--- src/rtl/tile_sched_pkg.sv ---
// tile_sched_pkg: shared FSM state encoding and tile-count width for the tile scheduler
package tile_sched_pkg;
  localparam int CNT_W = 8;
  typedef enum logic [2:0] {
    S_IDLE,
    S_W_REQ,
    S_W_WAIT,
    S_C_REQ,
    S_C_WAIT,
    S_DONE
  } state_t;
endpackage

--- src/rtl/tile_counter.sv ---
// tile_counter: wrapping tile index counter with clear, enable and terminal-count flag
//   clk, rst  : clock, synchronous active-high reset
//   i_clr     : force count to 0 (wins over i_en)
//   i_en      : advance count, wrapping i_max -> 0
//   i_max     : terminal count value
//   o_count   : registered count
//   o_nxt     : value o_count takes at the next edge
//   o_is_max  : o_count == i_max
module tile_counter
  import tile_sched_pkg::*;
(
  input  logic             clk,
  input  logic             rst,
  input  logic             i_clr,
  input  logic             i_en,
  input  logic [CNT_W-1:0] i_max,
  output logic [CNT_W-1:0] o_count,
  output logic [CNT_W-1:0] o_nxt,
  output logic             o_is_max
);
  logic [CNT_W-1:0] r_count;
  assign o_count  = r_count;
  assign o_is_max = r_count == i_max;
  assign o_nxt    = i_clr ? '0 : i_en ? (o_is_max ? '0 : r_count + 1'b1) : r_count;
  always_ff @(posedge clk) begin
    if (rst) r_count <= '0;
    else     r_count <= o_nxt;
  end
endmodule

--- src/rtl/tile_scheduler.sv ---
// tile_scheduler: walks a layer's (i_ch, o_ch) tiles, handshaking weight load and compute per tile
//   clk, rst          : clock, synchronous active-high reset
//   start_in          : layer start, sampled in IDLE only
//   w_done_in         : weight load finished (honoured in W_WAIT only)
//   c_done_in         : tile compute finished (honoured in C_WAIT only)
//   w_start_out       : one-cycle weight-load pulse
//   c_start_out       : one-cycle compute pulse
//   i_ch_count_out    : input-channel tile index (outer loop)
//   o_ch_count_out    : output-channel tile index (inner loop)
//   acc_en_out        : accumulate onto partial sum (i_ch tile != 0)
//   last_i_ch_out     : final input-channel tile
//   busy_out          : layer in progress, W_REQ through DONE
//   done_out          : one-cycle layer-complete pulse
module tile_scheduler
  import tile_sched_pkg::*;
#(
  parameter int MAC_ROW           = 16,
  parameter int MAC_COL           = 16,
  parameter int IFMAP_CHANNEL_NUM = 32,
  parameter int OFMAP_CHANNEL_NUM = 64
) (
  input  logic             clk,
  input  logic             rst,
  input  logic             start_in,
  input  logic             w_done_in,
  input  logic             c_done_in,
  output logic             w_start_out,
  output logic             c_start_out,
  output logic [CNT_W-1:0] i_ch_count_out,
  output logic [CNT_W-1:0] o_ch_count_out,
  output logic             acc_en_out,
  output logic             last_i_ch_out,
  output logic             busy_out,
  output logic             done_out
);
  localparam int I_TILES = IFMAP_CHANNEL_NUM / MAC_ROW;
  localparam int O_TILES = OFMAP_CHANNEL_NUM / MAC_COL;
  localparam logic [CNT_W-1:0] I_MAX = CNT_W'(I_TILES - 1);
  localparam logic [CNT_W-1:0] O_MAX = CNT_W'(O_TILES - 1);

  if (IFMAP_CHANNEL_NUM % MAC_ROW != 0 || I_TILES < 1 || I_TILES > 256) begin : g_bad_i
    $error("tile_scheduler: IFMAP_CHANNEL_NUM/MAC_ROW must divide evenly into 1..256 tiles");
  end
  if (OFMAP_CHANNEL_NUM % MAC_COL != 0 || O_TILES < 1 || O_TILES > 256) begin : g_bad_o
    $error("tile_scheduler: OFMAP_CHANNEL_NUM/MAC_COL must divide evenly into 1..256 tiles");
  end

  state_t           r_state, w_state_nxt;
  logic             w_clr, w_o_en, w_i_en, w_o_max, w_i_max, w_last;
  logic [CNT_W-1:0] w_i_nxt, w_o_nxt_unused;
  logic             w_w_start, w_c_start, w_done, w_busy, w_acc, w_last_i;

  assign w_last = w_o_max && w_i_max;
  assign w_clr  = r_state == S_IDLE && start_in;
  // Counts move only when a non-final tile completes; the final tile leaves them holding.
  assign w_o_en = r_state == S_C_WAIT && c_done_in && !w_last;
  assign w_i_en = w_o_en && w_o_max;

  tile_counter u_o_cnt (
    .clk      (clk),
    .rst      (rst),
    .i_clr    (w_clr),
    .i_en     (w_o_en),
    .i_max    (O_MAX),
    .o_count  (o_ch_count_out),
    .o_nxt    (w_o_nxt_unused),
    .o_is_max (w_o_max)
  );

  tile_counter u_i_cnt (
    .clk      (clk),
    .rst      (rst),
    .i_clr    (w_clr),
    .i_en     (w_i_en),
    .i_max    (I_MAX),
    .o_count  (i_ch_count_out),
    .o_nxt    (w_i_nxt),
    .o_is_max (w_i_max)
  );

  always_ff @(posedge clk) begin
    if (rst) begin
      r_state       <= S_IDLE;
      w_start_out   <= 1'b0;
      c_start_out   <= 1'b0;
      done_out      <= 1'b0;
      busy_out      <= 1'b0;
      acc_en_out    <= 1'b0;
      last_i_ch_out <= 1'b0;
    end else begin
      r_state       <= w_state_nxt;
      w_start_out   <= w_w_start;
      c_start_out   <= w_c_start;
      done_out      <= w_done;
      busy_out      <= w_busy;
      acc_en_out    <= w_acc;
      last_i_ch_out <= w_last_i;
    end
  end

  always_comb begin
    w_state_nxt = r_state;
    case (r_state)
      S_IDLE:   w_state_nxt = start_in  ? S_W_REQ : S_IDLE;
      S_W_REQ:  w_state_nxt = S_W_WAIT;
      S_W_WAIT: w_state_nxt = w_done_in ? S_C_REQ : S_W_WAIT;
      S_C_REQ:  w_state_nxt = S_C_WAIT;
      S_C_WAIT: w_state_nxt = c_done_in ? (w_last ? S_DONE : S_W_REQ) : S_C_WAIT;
      default:  w_state_nxt = S_IDLE;
    endcase
  end

  // Outputs are decoded from the next state and next i_ch count so the registered copies line up with the state.
  always_comb begin
    w_w_start = w_state_nxt == S_W_REQ;
    w_c_start = w_state_nxt == S_C_REQ;
    w_done    = w_state_nxt == S_DONE;
    w_busy    = w_state_nxt != S_IDLE;
    w_acc     = w_busy && w_i_nxt != '0;
    w_last_i  = w_busy && w_i_nxt == I_MAX;
  end
endmodule

--- config.mk ---
export PLATFORM = sky130hd
export DESIGN_NAME = tile_scheduler
export DESIGN_NICKNAME = d
export VERILOG_FILES = /design/src/rtl/tile_sched_pkg.sv /design/src/rtl/tile_counter.sv /design/src/rtl/tile_scheduler.sv
export SDC_FILE = /design/constraint.sdc
export NUM_CORES = 1
export LEC_CHECK = 0
export CAP_MARGIN = 40
export CORE_MARGIN = 2
export CORE_UTILIZATION = 30
export DETAILED_ROUTE_END_ITERATION = 10
export PLACE_DENSITY = 0.52
export SETUP_SLACK_MARGIN = 0.5
export SYNTH_ARGS = -nofsm -noshare
export SYNTH_HDL_FRONTEND = slang
export SYNTH_SLANG_ARGS = --single-unit
--- constraint.sdc ---
create_clock -name clk -period 2.83 [get_ports clk]
set_input_delay 0.849 -clock clk [delete_from_list [all_inputs] [get_ports clk]]
set_output_delay 0.849 -clock clk [all_outputs]
set_load 0.02 [all_outputs]
==> Word-level counts from Yosys, hierarchy flattened <==
Cells that the tools add are included.
{ "word_totals": {"regBits": 25, "input_bits": 5, "out_inout_bits": 22} }
{ "classes": {"n_reduce_logical": 12, "n_addsub": 2, "mux": 9, "n_eq_ne": 10} }
{ "op_table": {"columns": ["cell", "n"], "rows": [
  ["$mux W8", 4],
  ["$add A8 B1 Y8 const B", 2],
  ["$eq A8 B1 Y1 const B", 2],
  ["$pmux W3 S5", 1],
  ["$eq A3 B2 Y1 const B", 3],
  ["$eq A8 B2 Y1 const B", 1],
  ["$reduce_bool A8 Y1", 1],
  ["$logic_and A1 B1 Y1", 7],
  ["$eq A3 B1 Y1 const B", 2],
  ["$eq A3 B3 Y1 const B", 2],
  ["$mux W3", 2],
  ["$logic_not A3 Y1", 1],
  ["$reduce_bool A3 Y1", 1],
  ["$mux W1", 2],
  ["$reduce_or A2 Y1", 1],
  ["$logic_not A1 Y1", 1]
]} }

==> Logic depth before layout (Yosys ltp) <==
Gate-level depths: netlist (run 1).
{ "logic_depth": {"ltp_word": 9, "mapped_depth": 8, "mapped_depth_nobuf": 7} }

==> Hierarchy <==
A second synthesis (run 1) with hierarchy kept.
{ "hier_totals": {"cells_unflattened": 166, "hier_area_um2": 1482.7} }
{ "by_module_without_submodules": {"columns": ["mod", "n_inst", "cells_each", "area_per_inst_um2", "seq_area_each_um2"], "rows": [
  ["tile_counter", 2, 61, 531.8, 160.2],
  ["tile_scheduler", 1, 44, 419.2, 180.2]
]} }

==> Worst setup path after synthesis (run 1) <==
No wires, ideal clock.
{ "synth_timing": {"kind": "input-to-reg", "startpoint": "input port c_done_in", "endpoint": "register acc_en_out", "path_stages": 7, "path_slack_ps": 679, "t_arrival_ps": 2036, "required_ps": 2715, "setup_ps": 115, "path_cell_list": "nor4bb_4 buf_6 and3_1 buf_4 a311oi_1 o211ai_2 o21a_1"} }
{ "synth_via": {"elab_chain_cells": 7} }
{ "synth_rtl": {"columns": ["item", "line_no", "rtl"], "rows": [
  ["start, declared", "tile_scheduler.sv:26", "input logic c_done_in,"],
  ["$logic_and A1 B1 Y1 (2 in series)", "tile_scheduler.sv:56", "assign w_o_en = r_state == S_C_WAIT && c_done_in && !w_last;"],
  ["$logic_and A1 B1 Y1", "tile_scheduler.sv:57", "assign w_i_en = w_o_en && w_o_max;"],
  ["$mux W8 (2 in series)", "tile_counter.sv:24", "assign o_nxt = i_clr ? '0 : i_en ? (o_is_max ? '0 : r_count + 1'b1) : r_count;"],
  ["$reduce_bool A8 Y1", "tile_scheduler.sv:119", "w_acc = w_busy && w_i_nxt != '0;"],
  ["$logic_and A1 B1 Y1 *", "tile_scheduler.sv:119", null],
  ["end signal, assigned", "tile_scheduler.sv:96", "acc_en_out <= w_acc;"],
  ["end, declared", "tile_scheduler.sv:31", "output logic acc_en_out,"]
]} }
Every way passes the cells marked *; elsewhere a longest branch is shown, timed or not.
A chain may end at the register's enable or synchronous reset.

==> Final worst setup path (run 1) <==
{ "layout_timing": {"startpoint": "register u_o_cnt.r_count[3], in the netlist u_o_cnt.o_count[3]", "endpoint": "output port o_ch_count_out[3]"} }
{ "layout_rtl": {"columns": ["item", "line_no", "rtl"], "rows": [
  ["start, declared", "tile_counter.sv:21", "logic [CNT_W-1:0] r_count;"],
  ["start signal, assigned", "tile_counter.sv:27", "else r_count <= o_nxt;"],
  ["end, declared", "tile_scheduler.sv:30", "output logic [CNT_W-1:0] o_ch_count_out,"]
]} }
No word-level cell between the ends.

==> impl_metrics.ini, run 1 <==
[run_status]
outcome = completed

[timing]
rsz0062_at_grt = false
drv_slew = 0
worst_hold_slack_ns = 0.577
finalSetupViolCount = 0
hold_viol = 0
min_period_ns = 2.26
tightest_slew_ns = 0.401
final.setup.tns_ns = 0
skew_ns = 0.00470
post-route-period-util_pct = 80.0
slew_headroom_pct = 73.3
max_freq_ghz = 0.442

[clock_tree]
ctsRootBufferMaster = clkbuf_8
cts_tree = done
htree_levels = 1
clock_latency_ns = 0.27
clk_pin_slew_worst_paths_ns = 0.09
cts_buffers = 3
clk_path_buf_depth = 2
cts.sinks = 25

[logic_synthesis]
ys_types = 44
syn_area_mm2 = 0.00131
synth-main-ff-cell = dfxtp_1
synth_area_leaders = dfxtp_1 38%, xor2_1 5.3%, nor2_1 4.3%, nor4b_2 3.4%, mux2i_1 3.1%
synth-edff-count = 0
syn_nets = 148
yosysTopAreaCell = dfxtp_1
async_reset_ff_share_pct = 0
synth_warnings = 0
yosysTopAreaCellShare_pct = 38.1
syn-instance-count = 140
ys_seq_area_share_pct = 38.1
avgSynthCellArea_um2 = 9.38
ys_seq_elements = 25

[finish]
drive_above_1_share_pct = 13.8
diodes = 0
final_nets = 176
area_growth_pct = 28.5
fillers = 432

[die]
start_util_pct = 30.6
core_area_mm2 = 0.00429
die_w_um = 70.1
die_y_um = 70.1
pin_count = 27
row_count = 24
die_area_mm2 = 0.00492

[place]
dp_hpwl_um = 2130
port_buffers = 26
globalplace.congestion = 0.734

[setup_path]
required_ns = 1.98
critPathCaptureType = output pin
crit_path_top_delay_cell = clkdlybuf4s50_1
cp_top_family = buffers and inverters
critPathLaunchType = flip-flop
r2r_cells = 6
crit_buf_inv = 1
crit_cells = 1
crit_fanout = 6
path_class = reg2out
cp.arrival_ns = 1.42
path_cells = clkdlybuf4s50_1
slowest_delay_ns = 0.66

[route]
ant_nets = 0
dr.first_iter.drc_count = 36
wl_um = 2930
first_pass_iters = 4
wl_per_cell_um = 13.4
route.detailed.drc = 0
viasPerCell = 5.24
vias = 1147

[min_path]
holdPathStages = 2
hp-class = reg2reg

[flow_run]
maxCapViolations = 0

[global_routing]
grt-ovfl-total = 0
grt_pass1_wl_um = 4920
grt_pass1_vias = 1084
grt_max_degree = 16
grt_util_all_layers_pct = 12.1
antenna_found_initial = 0

[power]
power-per-cell-area_mw_per_mm2 = 387
vdd_drop_max_mv = 0.169
p_leak_uw = 0.000577
==> cell usage after synthesis (2+ instances only) <==
library cell,count
a21oi_1,6
a22oi_1,2
a311oi_1,2
and3_1,3
buf_4,2
buf_6,2
clkbuf_1,2
dfxtp_1,25
ha_1,3
inv_1,4
mux2i_1,4
nand2_1,7
nand2b_1,2
nand3_1,5
nand4_1,5
nor2_1,15
nor3_1,6
nor4_1,2
nor4b_2,3
o21ai_1,4
or3_1,4
xnor2_1,3
xor2_1,8
==> path summary, 6_finish.rpt <==
check	from	end	slack, ns
setup reg to reg	u_i_cnt.o_count[0]$_SDFF_PP0_	acc_en_out$_SDFF_PP0_	0.84
setup / recovery	u_o_cnt.o_count[3]$_SDFFE_PP0N_	o_ch_count_out[3]	0.57
hold reg to reg	u_o_cnt.o_count[0]$_SDFFE_PP0N_	u_o_cnt.o_count[0]$_SDFFE_PP0N_	0.58
hold / removal	u_o_cnt.o_count[0]$_SDFFE_PP0N_	u_o_cnt.o_count[0]$_SDFFE_PP0N_	0.58
==> cell families after synthesis <==
logic type	Yosys count	synth area share (%)
XOR/XNOR	11	7.34
flip-flops	25	38.1
multiplexers	5	3.91
buffers and inverters	11	4.96
AO/OA/AOI/OAI	22	11.3
adder cells (fa/ha/maj)	3	2.86
AND/OR/NAND/NOR	63	31.5
==> layer usage <==
| metal | part of all wire (%) | vias up | global-route usage (%) |
|---|---|---|---|
| li1 | - | 559 | - |
| met1 | 46 | 546 | 16.1 |
| met2 | 46 | 40 | 19.3 |
| met3 | 6.7 | 2 | 3.17 |
| met4 | 0.62 | 0 | 3.85 |
| met5 | 0 | - | 0 |
==> final cells by class <==
cell class / instances / area, µm² / area share, %
multi-input cells: 104 / 761 / 45.1
repair buffers: 30 / 293 / 17.4
clock inverters: 1 / 7.51 / 0.445
inverters: 4 / 15.0 / 0.890
flip-flops and latches: 25 / 504 / 29.9
clock buffers: 3 / 41.3 / 2.45
well taps: 52 / 65.1 / 3.86
==> cell usage in the layout, fill, tap and decap left out, drive strengths merged, types with 5 or more instances in the layout <==
cell type	count
nor2	15
nand4	6
nand2	7
a21oi	6
nand3	6
nor3	7
o21ai	5
clkdlybuf4s50	25
xor2	8
dfxtp	25
==> where the power goes <==
group / leakage, µW / total (µW) / internal, µW / switching, µW
registers: 0.000204 / 373 / 360 / 12.8
logic: 0.000352 / 60.9 / 29.1 / 31.8
clock network: 0.0000217 / 219 / 99.8 / 120
total: 0.000577 / 653 / 489 / 164
==> sequential cells by signal, summed over array words and instances, names as in the netlist <==
register,count
u_i_cnt.o_count,8
u_o_cnt.o_count,8
r_state,3
acc_en_out,1
busy_out,1
c_start_out,1
done_out,1
last_i_ch_out,1
w_start_out,1
==> per-stage QoR <==
step                      cells  utilization, %  worst slack, ns  cell area (µm²)  power, µW
final                       219            39.3            0.566             1690        653
after floorplan             140               -            0.679             1310        424
after global placement      213            37.3            0.129             1600        442
after global routing        219            39.3            0.516             1690        686
after CTS                   217            38.5            0.486             1660        667
after detailed placement    213            37.3            0.111             1600        443
==> timing repair <==
| item | CTS | global route |
|---|---|---|
| gates resized for setup | 3 | 4 |
| hold buffers | 0 | 0 |
| gates cloned | 0 | 0 |
| pin swaps | 1 | 3 |
| buffers inserted | 0 | 2 |
| endpoints found under the setup margin | 9 | 6 |
No activity file was read; power rests on OpenSTA's default activity.
==> inputs of run 2 (changes only) <==
Settings changed: PLACE_DENSITY 0.52 to 0.53.
Clock period 2.83 ns to 2 ns, I/O delays scaled along.
==> impl_metrics.ini, run 2 (synthesis gave the netlist of run 1 again) <==
[die]
start_util_pct = 30.6
die_area_mm2 = 0.00492
row_count = 24
core_area_mm2 = 0.00429
die_y_um = 70.1
die_w_um = 70.1
pin_count = 27

[route]
ant_nets = 0
first_pass_iters = 4
vias = 1287
wl_per_cell_um = 14.6
route.detailed.drc = 0
wl_um = 3720
viasPerCell = 5.07
dr.first_iter.drc_count = 40

[clock_tree]
cts_buffers = 3
clk_pin_slew_worst_paths_ns = 0.10
cts.sinks = 25
clock_latency_ns = 0.28
cts_tree = done
htree_levels = 1
clk_path_buf_depth = 2
cts_hold_buf = 0
ctsRootBufferMaster = clkbuf_8

[power]
vdd_drop_max_mv = 0.287
p_leak_uw = 0.000841
finalPower_uw = 966
power-per-cell-area_mw_per_mm2 = 458

[global_routing]
grt_pass1_vias = 1293
grt_util_all_layers_pct = 15.1
grt_max_degree = 16
grt_pass1_wl_um = 6000
grt-ovfl-total = 0
antenna_found_initial = 0

[timing]
max_freq_ghz = 0.588
final.setup.worst_slack_ns = 0.301
drv_slew = 0
slew_headroom_pct = 71.8
hold_viol = 0
min_period_ns = 1.70
rsz0062_at_grt = true
post-route-period-util_pct = 85.0
skew_ns = 0.00736
finalSetupViolCount = 0
tightest_slew_ns = 0.421

[finish]
final_common_cell = buf_4
design_area_mm2 = 0.00211
multi_input_area_um2 = 920
regArea_um2 = 552
area_growth_pct = 60.6
stdcell_count = 254
final_nets = 211
drive_above_1_share_pct = 59.4
fin_util_pct = 49.1
final_cell_mix = 33 x buf_4, 15 x nor2_1, 12 x buf_2, 11 x dfxtp_4, 10 x buf_6
fillers = 392
diodes = 0

[place]
globalplace.congestion = 0.833
pre_cts_ws_ns = -0.370
placed_area_mm2 = 0.00170
dp_hpwl_um = 2270
port_buffers = 26
placed_cells = 220

[setup_path]
crit_fanout = 6
critPathLaunchType = flip-flop
path_cells = ha_4 -> nor4b_4 -> buf_4 -> and3_4 -> o2111a_1 -> mux2i_1 -> nor3b_2
slowest_delay_ns = 0.38
cp_top_family = simple AND/OR/NAND/NOR gates
crit_path_top_delay_cell = dfxtp_4
required_ns = 2.20
path_class = reg2reg
crit_buf_inv = 1
critPathCaptureType = flip-flop
cp.arrival_ns = 1.90

[min_path]
hp-class = reg2reg

[flow_run]
maxCapViolations = 0

[run_status]
outcome = completed
-- run 2: cell types whose count changed in the layout (fill, tap and decap cells not counted), moves of 4 or more --
cell	previous run	this run
a21oi_2	0	4
a21oi_1	6	2
clkdlybuf4s15_2	0	4
dfxtp_2	3	8
buf_6	0	10
buf_4	4	33
buf_2	0	12
dfxtp_4	0	11
dfxtp_1	22	6
clkdlybuf4s50_1	25	1
-- run 2: layout make-up --
| cell class | count | area share (%) |
|---|---|---|
| Multi-Input combinational cell | 104 | 43.6 |
| Sequential cell | 25 | 26.2 |
| Timing Repair Buffer | 65 | 24.1 |
| Tap cell | 52 | 3.09 |
| Clock buffer | 3 | 1.96 |
| Inverter | 4 | 0.712 |
| Clock inverter | 1 | 0.356 |
-- run 2: path summary, 6_finish.rpt --
kind                                         from                       endpoint  slack (ns)  cells past startpoint
setup reg to reg  u_o_cnt.o_count[1]$_SDFFE_PP0N_       last_i_ch_out$_SDFF_PP0_        0.30                      7
hold reg to reg     u_i_cnt.o_count[5]$_SDFF_PP0_  u_i_cnt.o_count[5]$_SDFF_PP0_        0.56                      2
hold / removal      u_i_cnt.o_count[5]$_SDFF_PP0_  u_i_cnt.o_count[5]$_SDFF_PP0_        0.56                      2
setup / recovery  u_o_cnt.o_count[1]$_SDFFE_PP0N_       last_i_ch_out$_SDFF_PP0_        0.30                      7
-- run 2: metrics by stage --
step                hold WS, ns  setup TNS (ns)
floorplan                 0.531               0
finish                    0.557               0
global placement          0.540           -3.57
global route              0.580               0
CTS                       0.550               0
detailed placement        0.548           -4.05
-- run 2: repair_timing --
| item | in CTS | in global routing |
|---|---|---|
| pin swaps | 13 | 14 |
| setup endpoints to repair | 44 | 30 |
| gates resized for setup | 113 | 39 |
| buffers inserted | 19 | 11 |
-- run 2: worst reg2reg max path: cells and delay by family, from the launching register on --
family                     cells  cell delay, ns
muxes                          1            0.10
and+or+nand+nor                3            0.61
adders and majority gates      1            0.13
buffers and inverters          1            0.18
AOI/OAI and AO/OA              1            0.22
DFF                            1            0.38
-- run 2: metal layers --
layer  vias to the layer above  global-route usage [%]  wire, µm
met1                       618                    17.7      1590
li1                        631                       -         -
met5                         -                       0         0
met4                         0                    7.91        75
met2                        32                    26.0      1930
met3                         6                    2.89       123
-- run 2: report_power, final --
| part | switching (µW) | internal (µW) |
|---|---|---|
| Combinational | 69.1 | 69.2 |
| Clock | 179 | 142 |
| Sequential | 9.07 | 497 |
| Total | 258 | 708 |
